File: config.mk
export PLATFORM = sky130hd
export DESIGN_NAME = rom_loader_router
export DESIGN_NICKNAME = d
export VERILOG_FILES = /design/src/rtl/rom_loader_pkg.sv /design/src/rtl/reset_stretcher.sv /design/src/rtl/rom_loader_router.sv
export SDC_FILE = /design/constraint.sdc
export NUM_CORES = 1
export LEC_CHECK = 0
export BUFFER_PORTS_ARGS = -buffer_cell sky130_fd_sc_hd__buf_2
export CAP_MARGIN = 25
export CORE_AREA = 3 3 82 84
export DETAILED_ROUTE_END_ITERATION = 6
export DIE_AREA = 0 0 85 87
export PLACE_DENSITY = 0.72
export RECOVER_POWER = 100
export SLEW_MARGIN = 20
export SYNTH_ARGS = -nofsm -noshare
export SYNTH_HDL_FRONTEND = slang
export SYNTH_SLANG_ARGS = --single-unit
File: constraint.sdc
create_clock -name clk_sys -period 6.9 [get_ports clk_sys]
set_clock_uncertainty 0.05 [all_clocks]
set_input_delay 1.38 -clock clk_sys [delete_from_list [all_inputs] [get_ports clk_sys]]
set_output_delay 1.38 -clock clk_sys [all_outputs]
set_load 0.02 [all_outputs]
File: src/rtl/rom_loader_pkg.sv
// Shared types and the region-select helper for the ROM download router.
package rom_loader_pkg;

    localparam int unsigned MAX_PORTS  = 4;
    localparam int unsigned MAX_ADDR_W = 32;

    typedef enum logic [1:0] {
        IDLE,
        WAIT,
        DRAIN
    } fsm_t;

    // Ports whose base lies at or below addr; exclusive mode keeps only the highest one.
    function automatic logic [MAX_PORTS-1:0] region_sel(
        input logic [MAX_ADDR_W-1:0]           addr,
        input logic [MAX_PORTS*MAX_ADDR_W-1:0] bases,
        input int unsigned                     num_ports,
        input logic                            broadcast
    );
        logic [MAX_PORTS-1:0] sel;
        logic [MAX_PORTS-1:0] top;
        sel = '0;
        top = '0;
        for (int unsigned i = 0; i < MAX_PORTS; i++) begin
            if (i < num_ports && addr >= bases[i*MAX_ADDR_W +: MAX_ADDR_W]) begin
                sel[i] = 1'b1;
            end
        end
        for (int unsigned i = 0; i < MAX_PORTS; i++) begin
            if (sel[i]) begin
                top = MAX_PORTS'(1) << i;
            end
        end
        return broadcast ? sel : top;
    endfunction

endpackage

File: src/rtl/reset_stretcher.sv
// Registered core reset: forced by i_force, then held HOLD cycles after each i_load pulse.
module reset_stretcher #(
    parameter int unsigned HOLD = 255
) (
    input  logic clk,
    input  logic reset_n,
    input  logic i_load,
    input  logic i_force,
    output logic o_core_reset
);

    logic [15:0] r_cnt;
    logic        r_core_reset;

    always_ff @(posedge clk) begin
        if (!reset_n) begin
            r_cnt        <= '0;
            r_core_reset <= 1'b1;
        end else begin
            if (i_load) begin
                r_cnt <= 16'(HOLD);
            end else if (r_cnt != '0) begin
                r_cnt <= r_cnt - 16'd1;
            end
            r_core_reset <= i_force | (r_cnt != '0);
        end
    end

    assign o_core_reset = r_core_reset;

endmodule

File: src/rtl/rom_loader_router.sv
// Routes data_io ROM bytes to SDRAM write ports via toggle req/ack, and tracks
// download completion for rom_loaded and the stretched core reset.
module rom_loader_router
    import rom_loader_pkg::*;
#(
    parameter int unsigned                 NUM_PORTS   = 2,
    parameter int unsigned                 ADDR_W      = 25,
    parameter logic [NUM_PORTS*ADDR_W-1:0] REGION_BASE = {25'h20000, 25'h0},
    parameter bit                          BROADCAST   = 1'b1,
    parameter logic [7:0]                  ROM_INDEX   = 8'h00,
    parameter int unsigned                 RESET_HOLD  = 255
) (
    input  logic                 clk_sys,
    input  logic                 reset_n,
    input  logic                 ioctl_download,
    input  logic [7:0]           ioctl_index,
    input  logic                 ioctl_wr,
    input  logic [ADDR_W-1:0]    ioctl_addr,
    input  logic [7:0]           ioctl_dout,
    input  logic                 user_reset,
    input  logic [NUM_PORTS-1:0] port_ack,
    output logic [NUM_PORTS-1:0] port_req,
    output logic [ADDR_W-3:0]    port_a,
    output logic [1:0]           port_ds,
    output logic [15:0]          port_d,
    output logic                 port_we,
    output logic                 busy,
    output logic                 overrun,
    output logic                 rom_loaded,
    output logic                 core_reset
);

    fsm_t                  r_state, w_next_state;
    logic                  r_wr_last, r_dl_last;
    logic [NUM_PORTS-1:0]  r_req, r_mask;
    logic [ADDR_W-3:0]     r_a;
    logic [1:0]            r_ds;
    logic [15:0]           r_d;
    logic                  r_busy, r_overrun, r_rom_loaded, r_drain;

    logic                  w_idx_ok, w_accept, w_dl_rise, w_dl_fall, w_acked;
    logic                  w_load, w_overrun_set, w_complete;
    logic [MAX_ADDR_W-1:0] w_addr_ext;
    logic [MAX_PORTS*MAX_ADDR_W-1:0] w_bases_ext;
    logic [MAX_PORTS-1:0]  w_sel_full;
    logic [NUM_PORTS-1:0]  w_sel;
    logic [ADDR_W-1:0]     w_base_k, w_diff;
    logic                  w_unused_diff;

    assign w_idx_ok  = (ioctl_index == ROM_INDEX);
    assign w_accept  = ioctl_wr & ~r_wr_last & ioctl_download & w_idx_ok;
    assign w_dl_rise = ioctl_download & ~r_dl_last & w_idx_ok;
    assign w_dl_fall = ~ioctl_download & r_dl_last & w_idx_ok;
    assign w_acked   = ((port_ack ^ r_req) & r_mask) == '0;

    assign w_addr_ext = MAX_ADDR_W'(ioctl_addr);

    always_comb begin
        w_bases_ext = '0;
        for (int unsigned i = 0; i < NUM_PORTS; i++) begin
            w_bases_ext[i*MAX_ADDR_W +: MAX_ADDR_W] = MAX_ADDR_W'(REGION_BASE[i*ADDR_W +: ADDR_W]);
        end
    end

    assign w_sel_full = region_sel(w_addr_ext, w_bases_ext, NUM_PORTS, BROADCAST);
    assign w_sel      = w_sel_full[NUM_PORTS-1:0];

    if (NUM_PORTS < MAX_PORTS) begin : g_sel_pad
        logic w_unused_sel;
        assign w_unused_sel = |w_sel_full[MAX_PORTS-1:NUM_PORTS];
    end

    // Offset is always taken against the highest selected region, even in broadcast mode.
    always_comb begin
        w_base_k = '0;
        for (int unsigned i = 0; i < NUM_PORTS; i++) begin
            if (w_sel[i]) begin
                w_base_k = REGION_BASE[i*ADDR_W +: ADDR_W];
            end
        end
    end

    assign w_diff        = ioctl_addr - w_base_k;
    assign w_unused_diff = w_diff[ADDR_W-1] ^ w_diff[0];

    always_ff @(posedge clk_sys) begin
        if (!reset_n) begin
            r_state <= IDLE;
        end else begin
            r_state <= w_next_state;
        end
    end

    always_comb begin
        w_next_state  = r_state;
        w_load        = 1'b0;
        w_overrun_set = 1'b0;
        case (r_state)
            IDLE: begin
                if (w_accept && (w_sel != '0)) begin
                    w_load       = 1'b1;
                    w_next_state = WAIT;
                end
            end
            WAIT: begin
                w_overrun_set = w_accept;
                if (w_acked) begin
                    w_next_state = IDLE;
                end
            end
            default: w_next_state = IDLE;
        endcase
    end

    always_ff @(posedge clk_sys) begin
        if (!reset_n) begin
            r_wr_last <= 1'b0;
            r_dl_last <= 1'b0;
            r_req     <= '0;
            r_mask    <= '0;
            r_a       <= '0;
            r_ds      <= '0;
            r_d       <= '0;
            r_busy    <= 1'b0;
            r_overrun <= 1'b0;
        end else begin
            r_wr_last <= ioctl_wr;
            r_dl_last <= ioctl_download;
            r_busy    <= (r_state == WAIT);
            if (w_load) begin
                r_req  <= r_req ^ w_sel;
                r_mask <= w_sel;
                r_a    <= w_diff[ADDR_W-2:1];
                r_ds   <= {ioctl_addr[0], ~ioctl_addr[0]};
                r_d    <= {ioctl_dout, ioctl_dout};
            end
            if (w_overrun_set) begin
                r_overrun <= 1'b1;
            end else if (w_dl_rise) begin
                r_overrun <= 1'b0;
            end
        end
    end

    // Completion is deferred until the last handshake has drained; a restart cancels it.
    assign w_complete = r_drain & (r_state == IDLE) & ~w_dl_rise & ~w_dl_fall;

    always_ff @(posedge clk_sys) begin
        if (!reset_n) begin
            r_rom_loaded <= 1'b0;
            r_drain      <= 1'b0;
        end else if (w_dl_rise) begin
            r_rom_loaded <= 1'b0;
            r_drain      <= 1'b0;
        end else if (w_dl_fall) begin
            r_drain      <= 1'b1;
        end else if (w_complete) begin
            r_rom_loaded <= 1'b1;
            r_drain      <= 1'b0;
        end
    end

    reset_stretcher #(
        .HOLD (RESET_HOLD)
    ) u_reset_stretcher (
        .clk          (clk_sys),
        .reset_n      (reset_n),
        .i_load       (w_complete),
        .i_force      (user_reset | ~r_rom_loaded | ioctl_download),
        .o_core_reset (core_reset)
    );

    assign port_req   = r_req;
    assign port_a     = r_a;
    assign port_ds    = r_ds;
    assign port_d     = r_d;
    assign port_we    = ioctl_download;
    assign busy       = r_busy;
    assign overrun    = r_overrun;
    assign rom_loaded = r_rom_loaded;

endmodule

[Word level (Yosys, flattened, before mapping)]
Cells that the tools add are included.
Operators by class
  order comparisons: 2
  bitwise gates (word level): 24
  reductions and logical operators: 13
  equality and inequality tests: 3
  add/sub/neg operators: 2
  mux-type cells: 15
Operator list (count)
  25-bit by 1-bit >= comparator with 1-bit output, second input constant: 1
  25-bit by 18-bit >= comparator with 1-bit output, second input constant: 1
  24-bit subtractor: 1
  18-bit 2-to-1 mux: 1
  8-bit 2-to-1 mux: 2
  16-bit nonzero test: 1
  16-bit by 1-bit subtractor with 16-bit output, second input constant: 1
  1-bit bitwise AND: 10
  1-bit 2-to-1 mux: 9
  8-bit logical NOT: 1
  1-bit inverter: 8
  2-bit nonzero test: 4
  2-bit logical NOT: 2
  2-bit 2-to-1 mux: 2
  2-bit != test, second input constant: 2
  2-bit one-hot mux with 2 select lines: 1
  2-bit AND reduction: 2
  2-bit OR reduction: 2
  2-bit bitwise XOR: 2
  1-bit OR: 3
  2-bit bitwise AND: 1
  2-bit by 1-bit == test with 1-bit output, second input constant: 1
  1-bit logical AND: 1
Storage, ports and cells
  output and inout bits: 48
  bits in registers: 70
  logic and storage cells: 74
  bits of input ports: 48

[Longest topological paths before layout]
Gate-level depths: netlist (run 1).
  depth after elaboration: 8
  mapped depth: 8
  depth with buffers taken out: 8

[Cells and area by module]
Synthesis (run 1) repeated with hierarchy kept, for this count alone.
Second synthesis, totals
  cell total of the unflattened synthesis: 319
  area total of the unflattened synthesis: 2831.5 µm²
By module, submodules not included
  rom_loader_router: sequential area each 880.8 µm², instances 1, cells each 215, area each 1921.8 µm²
  reset_stretcher: sequential area each 340.3 µm², instances 1, cells each 104, area each 909.6 µm²

[Worst setup path before layout (run 1)]
Ideal clock, no wire load.
  kind: input port to flip-flop
  start point: input ioctl_index[5]
  end point: register r_req[1], in the netlist port_req[1]
  buffers on the path: 2
  arrival: 3.102 ns
  setup slack: 3.678 ns
  library setup time: 0.070 ns
  stages: 6
  required time: 6.780 ns
  cell sequence: or4_4 -> buf_6 -> or4_4 -> buf_6 -> or3_1 -> a21oi_1
Between the ends
  cells in the longest elaborated chain, start to end: 5
RTL lines
  start: declaration: line rom_loader_router.sv:16  | input logic [7:0] ioctl_index,
  8-bit logical NOT: line rom_loader_router.sv:50  | assign w_idx_ok = (ioctl_index == ROM_INDEX);
  1-bit bitwise AND: line rom_loader_router.sv:51  | assign w_accept = ioctl_wr & ~r_wr_last & ioctl_download & w_idx_ok;
  1-bit logical AND: line rom_loader_router.sv:100  | if (w_accept && (w_sel != '0)) begin
  1-bit 2-to-1 mux: line rom_loader_router.sv:100
  1-bit 2-to-1 mux: line rom_loader_router.sv:98  | case (r_state)
  end signal: assignment: line rom_loader_router.sv:131  | r_req <= r_req ^ w_sel;
  end: declaration: line rom_loader_router.sv:35  | logic [NUM_PORTS-1:0] r_req, r_mask;
Every way passes these cells.
A chain may end at the register's enable or synchronous reset.

[Worst setup path in the final report (run 1)]
  start point: input reset_n
  end point: register u_reset_stretcher.r_cnt[1]
RTL lines
  start: declaration: line rom_loader_router.sv:14  | input logic reset_n,
  end signal: assignment: line reset_stretcher.sv:21  | r_cnt <= 16'(HOLD);
  end signal: assignment: line reset_stretcher.sv:23  | r_cnt <= r_cnt - 16'd1;
  end: declaration: line reset_stretcher.sv:12  | logic [15:0] r_cnt;
No word-level cell between the ends.

==> flow_summary.yaml, run 1 <==
global_routing:
  grt_pass1_wl_mm: 10.05
  grt-ovfl-total: 0
  track_usage_pct: 17.08
  antenna_found_initial: 0
  grt_pass1_vias: 2267
  grt_max_degree: 47
clock_tree:
  numCtsBuffers: 9
  cts_tree: "built"
  htreeDepth: 3
  clock-sinks: 61
  ctsRootBufferMaster: "clkbuf_8"
  clock_latency_ns: 0.34
  cts_setup_buffers: 0
  clock_path_buffers: 2
  cts_resized: 0
  clkTransAtPathRegs_ns: 0.07
  cts_hold_buf: 0
timing:
  fin_tns_setup_ns: 0
  max_clock_freq_ghz: 0.2960
  setup_violations: 0
  rsz0062_at_grt: "no"
  fin_ws_ns: 3.522
  period_share_pct: 48.96
  final_max_slew_viol_count: 47
  relSlewSlack_pct: -31.55
  tightest_slew_ns: 1.973
  hold_viol: 0
  post-route-min-period_ns: 3.378
setup_path:
  end_kind: "register"
  worstSetupPathType: "input pin to register"
  critPathLaunchType: "input pin"
  required_ns: 6.98
  arrival_ns: 3.46
  crit_fanout: 46
die:
  initial_utilization_pct: 45.41
  die_height_microns: 87
  ioPinCount: 96
  core_sq_um: 5991
  rows: 28
  die_x_microns: 85
  die-area_sq_um: 7395
yosys:
  ys_async_sr_fraction_pct: 0
  ys_seq_area_share_pct: 44.89
  synthTopCellsByCount: "61 x dfxtp_1, 59 x nand2_1, 38 x a21oi_1, 18 x nor2_1, 14 x clkbuf_1"
  yosysTopAreaCell: "dfxtp_1"
  synth_seq_cells: 61
  synthCells: 320
  yosysWarnings: 0
  syn-mean-instance-area_sq_um: 8.500
  synth_fp_nets: 373
  synth.most_common_cell: "dfxtp_1"
  yosys.area.top_type_share_pct: 44.89
  synth.distinct_cells: 42
  ys_top_cells_by_area: "dfxtp_1 45%, nand2_1 8.1%, a21oi_1 7.0%"
  synthFlopType: "dfxtp_1"
  syn-cell-area_sq_um: 2720
  synth_edf_count: 0
outcome:
  status: "complete, but fails checks"
  violations: "max-capacitance violations, max-slew violations"
flow_run:
  maxCapViolCount: 1
drt:
  drt-pass1-iter-count: 4
  wl_mm: 6.226
  viasPerCell: 5.196
  drtIter0Drc: 127
  ant_nets: 0
  vias: 2494
  wl_per_cell_microns: 12.97
  drc_errors: 0
pwr:
  ir_drop_v: 0.0001544
  leakagePower_nw: 1.177
  pwr_density_cell_nw_per_um2: 339.1
placed_design:
  dpl_worst_slack_ns: 3.386
  place.gp.congestion: 0.7531
  dp_hpwl_mm: 4.430
  io_buffers: 95
final_layout:
  area_growth_pct: 20.88
  final_nets: 454
  antenna_cells: 0
  layout-drive-gt1-share_pct: 17.53
hold_path:
  hp-class: "register to register"
[stage by stage]
step                      hold slack, ns  std cells  util, %  instance area [sq um]  power (mW)
after global placement            0.3855        465    52.61                   3152      0.7831
after floorplan                   0.3907        320        -                   2720      0.7184
after detailed placement          0.3898        465    52.61                   3152      0.7904
after global routing              0.4255        480    54.89                   3288       1.200
final                             0.4016        480    54.89                   3288       1.115
after CTS                         0.3994        480    56.10                   3361       1.123
[logic make-up after synthesis]
logic type               after synthesis  share of synthesized area [%]
AND/OR/NAND/NOR                      134                          25.80
AO/OA/AOI/OAI                         77                          17.30
flip-flops                            61                          44.89
buffers and inverters                 33                          6.439
XOR/XNOR                               9                          2.898
adder cells (fa/ha/maj)                5                          2.300
multiplexers                           1                         0.3680
[cells in the final DEF (no fill, tap or decap), types with 2 or more instances in the layout]
cell type,synthesis,layout
nand3_1,5,5
o311ai_0,2,2
nor2_1,18,18
a211oi_1,8,8
and4_1,2,2
nor4_1,6,6
xor2_1,5,5
buf_2,2,44
and2_1,5,3
o31ai_1,7,8
nand4_1,4,4
inv_1,6,6
nand2_1,59,59
or2_2,2,2
nand2b_1,3,3
nor2b_1,2,2
clkbuf_8,0,12
o21ai_0,8,8
and2_0,0,2
nor3_1,5,5
clkbuf_1,14,52
a31oi_1,5,5
dfxtp_1,61,61
a21oi_1,38,38
nor4_4,2,2
or3b_2,3,3
or4_4,2,2
xnor2_1,4,4
or3_1,6,6
or4_1,6,6
ha_1,5,5
o21a_1,2,2
o211ai_1,3,3
[flip-flops by register name, indices dropped and copies added (netlist names)]
name                            count
r_drain                             1
overrun                             1
port_req                            2
r_dl_last                           1
busy                                1
u_reset_stretcher.o_core_reset      1
r_wr_last                           1
r_state                             1
port_ds                             2
u_reset_stretcher.r_cnt            16
port_a                             23
r_mask                              2
port_d                              8
rom_loaded                          1
[metal layers]
metal | global-route usage, % | share of wire (%) | wire length, microns | up-vias
met5 | 0 | 0 | 0 | -
met4 | 10.94 | 3.1 | 192 | 0
met3 | 4.825 | 7.0 | 438 | 14
met2 | 27.90 | 46 | 2871 | 87
met1 | 19.64 | 44 | 2724 | 1106
li1 | - | - | - | 1287
[worst max-delay path, cell delays in order]
cell      delay [ns]
clkbuf_1        0.21
inv_1           0.13
clkbuf_1        1.42
o311ai_0        0.32
[power breakdown]
| group | internal, mW | switching, mW | total, mW | leakage (nW) |
|---|---|---|---|---|
| registers | 0.398 | 0.0454 | 0.444 | 0.494 |
| clock network | 0.194 | 0.133 | 0.327 | 0.108 |
| logic | 0.144 | 0.201 | 0.344 | 0.574 |
[worst paths after layout]
| path | startpoint | endpoint | slack [ns] | cells past startpoint |
|---|---|---|---|---|
| max | reset_n | u_reset_stretcher.r_cnt[1]$_SDFFE_PN0P_ | 3.52 | 4 |
| min | port_a[5]$_SDFFE_PN0P_ | port_a[5]$_SDFFE_PN0P_ | 0.40 | 2 |
| max reg2reg | u_reset_stretcher.r_cnt[4]$_SDFFE_PN0P_ | u_reset_stretcher.r_cnt[15]$_SDFFE_PP0P_ | 4.69 | 4 |
| min reg2reg | port_a[5]$_SDFFE_PN0P_ | port_a[5]$_SDFFE_PN0P_ | 0.40 | 2 |
[layout make-up]
type | count | area [sq um]
sequential | 61 | 1221
inverter | 6 | 22.52
fill | 572 | 2703
clock buffer | 12 | 165.2
multi-input combinational | 226 | 1319
clock inverter | 3 | 43.79
tap | 75 | 93.84
timing repair buffer | 97 | 422.9
Note: power is estimated with default switching activity, not from simulation.
==> inputs of run 2 (changes only) <==
- ABC_AREA: default -> 1
- CORE_AREA: 3 3 82 84 -> 3 3 84 86
- DIE_AREA: 0 0 85 87 -> 0 0 87 89
- PLACE_DENSITY: 0.72 -> 0.73
- clock period: 6.9 -> 2.9 ns (I/O delays scaled with it)
==> flow_summary.yaml, run 2 <==
yosys:
  synth.distinct_cells: 26
  syn-mean-instance-area_sq_um: 6.875
  ys_async_sr_fraction_pct: 0
  yosysWarnings: 0
  synth_fp_nets: 463
  ys_seq_area_share_pct: 43.32
  synth_edf_count: 0
  synthTopCellsByCount: "124 x nand2_1, 61 x dfxtp_1, 57 x nor2_1, 45 x inv_1, 38 x a21oi_1"
  synthCells: 410
  synth.most_common_cell: "nand2_1"
  ys_top_cells_by_area: "dfxtp_1 43%, nand2_1 17%, nor2_1 7.6%"
  syn-cell-area_sq_um: 2819
  synthFlopType: "dfxtp_1"
  synth_seq_cells: 61
  yosys.area.top_type_share_pct: 43.32
  yosysTopAreaCell: "dfxtp_1"
setup_path:
  worstSetupPathType: "input pin to register"
  crit_fanout: 33
  r2r_slack_ns: 1.08
  end_kind: "register"
  critPathLaunchType: "input pin"
  arrival_ns: 2.23
  required_ns: 3.10
die:
  die_x_microns: 87
  die-area_sq_um: 7743
  ioPinCount: 96
  core_sq_um: 6350
  rows: 29
  die_height_microns: 89
  initial_utilization_pct: 44.39
final_layout:
  final_cell_mix: "124 x nand2_1, 61 x dfxtp_1, 58 x nor2_1"
  postLayoutCellArea_sq_um: 3455
  area_growth_pct: 22.55
  nFillCells: 644
  layout-drive-gt1-share_pct: 13.17
  final_nets: 549
  final_common_cell: "nand2_1"
  antenna_cells: 0
  largest_reg_flops: 23
global_routing:
  grt-ovfl-total: 0
  antenna_found_initial: 0
  track_usage_pct: 17.21
  grt_max_degree: 41
  grt_pass1_wl_mm: 10.61
  grt_pass1_vias: 2496
drt:
  wl_mm: 6.562
  drtIter0Drc: 115
  wl_per_cell_microns: 11.35
  top_layer_used: "met4"
  wl_met3_microns: 470
  drc_errors: 0
  drt-pass1-iter-count: 5
  ant_nets: 0
  m1WireLength_mm: 2.807
  vias: 2704
  viasPerCell: 4.678
  dr_wl_met2_mm: 3.166
clock_tree:
  clock_path_buffers: 2
  cts_hold_buf: 0
  numCtsBuffers: 9
  clock-sinks: 61
  cts_setup_buffers: 0
  cts_resized: 0
  ctsRootBufferMaster: "clkbuf_8"
  cts_tree: "built"
  htreeDepth: 3
  clock_latency_ns: 0.33
  clkTransAtPathRegs_ns: 0.06
timing:
  max_clock_freq_ghz: 0.4922
  period_share_pct: 70.05
  tightest_slew_ns: 0.7601
  fin_ws_ns: 0.8685
  final_max_slew_viol_count: 0
  fin_tns_setup_ns: 0
  post-route-min-period_ns: 2.032
  hold_viol: 0
  relSlewSlack_pct: 49.33
  rsz0062_at_grt: "no"
  whs_ns: 0.3993
  setup_violations: 0
pwr:
  leakagePower_nw: 1.527
  pwr_density_cell_nw_per_um2: 844.8
  ir_drop_v: 0.0004533
  finalPower_mw: 2.918
placed_design:
  dpl_cell_area_sq_um: 3283
  dpl_worst_slack_ns: 0.7015
  io_buffers: 95
  dp_hpwl_mm: 4.884
  place.gp.congestion: 0.9558
flow_run:
  maxCapViolCount: 0
outcome:
  status: "complete, no violations"
hold_path:
  hp-class: "input pin to register"
## run 2: cell types whose count changed in the layout (fill, tap and decap cells not counted), sizes merged, moves of 5 or more
| cell | change |
|---|---|
| nor2 | +40 |
| nand3 | +5 |
| xor2 | +6 |
| a31oi | -5 |
| o21ai | +5 |
| a211oi | -8 |
| inv | +41 |
| nand2 | +65 |
| o31ai | -8 |
| and2 | -5 |
| or4 | -8 |
| or3 | -6 |
| nor4 | -8 |
## run 2: cell type report
type / instances / area (sq um) / area share (%)
clock inverter: 4 / 95.09 / 2.753
tap: 77 / 96.34 / 2.789
inverter: 48 / 180.2 / 5.216
multi-input combinational: 279 / 1292 / 37.41
clock buffer: 12 / 145.1 / 4.201
sequential: 61 / 1221 / 35.35
timing repair buffer: 97 / 424.2 / 12.28
## run 2: final timing paths
check	from	endpoint	depth (start not counted)
min reg2reg	port_a[8]$_SDFFE_PN0P_	port_a[8]$_SDFFE_PN0P_	2
max reg2reg	u_reset_stretcher.r_cnt[0]$_SDFFE_PN0P_	u_reset_stretcher.r_cnt[14]$_SDFFE_PP0P_	9
min	ioctl_wr	r_wr_last$_SDFF_PN0_	3
max	reset_n	port_d[11]$_SDFFE_PN0P_	4
## run 2: cell families after synthesis
| kind of cell | Yosys count | synth area share [%] |
|---|---|---|
| buf+inv | 70 | 10.74 |
| xor+xnor | 15 | 4.660 |
| compound gates | 53 | 9.543 |
| simple gates | 206 | 29.52 |
| fa+ha+maj | 5 | 2.219 |
| flops | 61 | 43.32 |
## run 2: metal layers
layer | vias to the layer above | GRT usage, %
li1 | 1431 | -
met2 | 73 | 29.68
met1 | 1188 | 18.91
met5 | - | 0
met4 | 0 | 8.215
met3 | 12 | 6.083
## run 2: power breakdown
part	switching [mW]	total (mW)	internal [mW]
clock	0.314	0.908	0.594
sequential	0.0798	1.01	0.935
combinational	0.632	0.996	0.364
## run 2: critical path, cell delays in order
cell and delay [ns]:
clkbuf_1 0.56, clkinv_1 0.31, clkbuf_2 0.49, a21oi_1 0.26
## run 2: metrics by stage
| step | instances | utilization (%) |
|---|---|---|
| after floorplan | 410 | - |
| after global placement | 562 | 51.70 |
| after detailed placement | 562 | 51.70 |
| after CTS | 578 | 55.49 |
| after global routing | 578 | 54.40 |
| final | 578 | 54.40 |
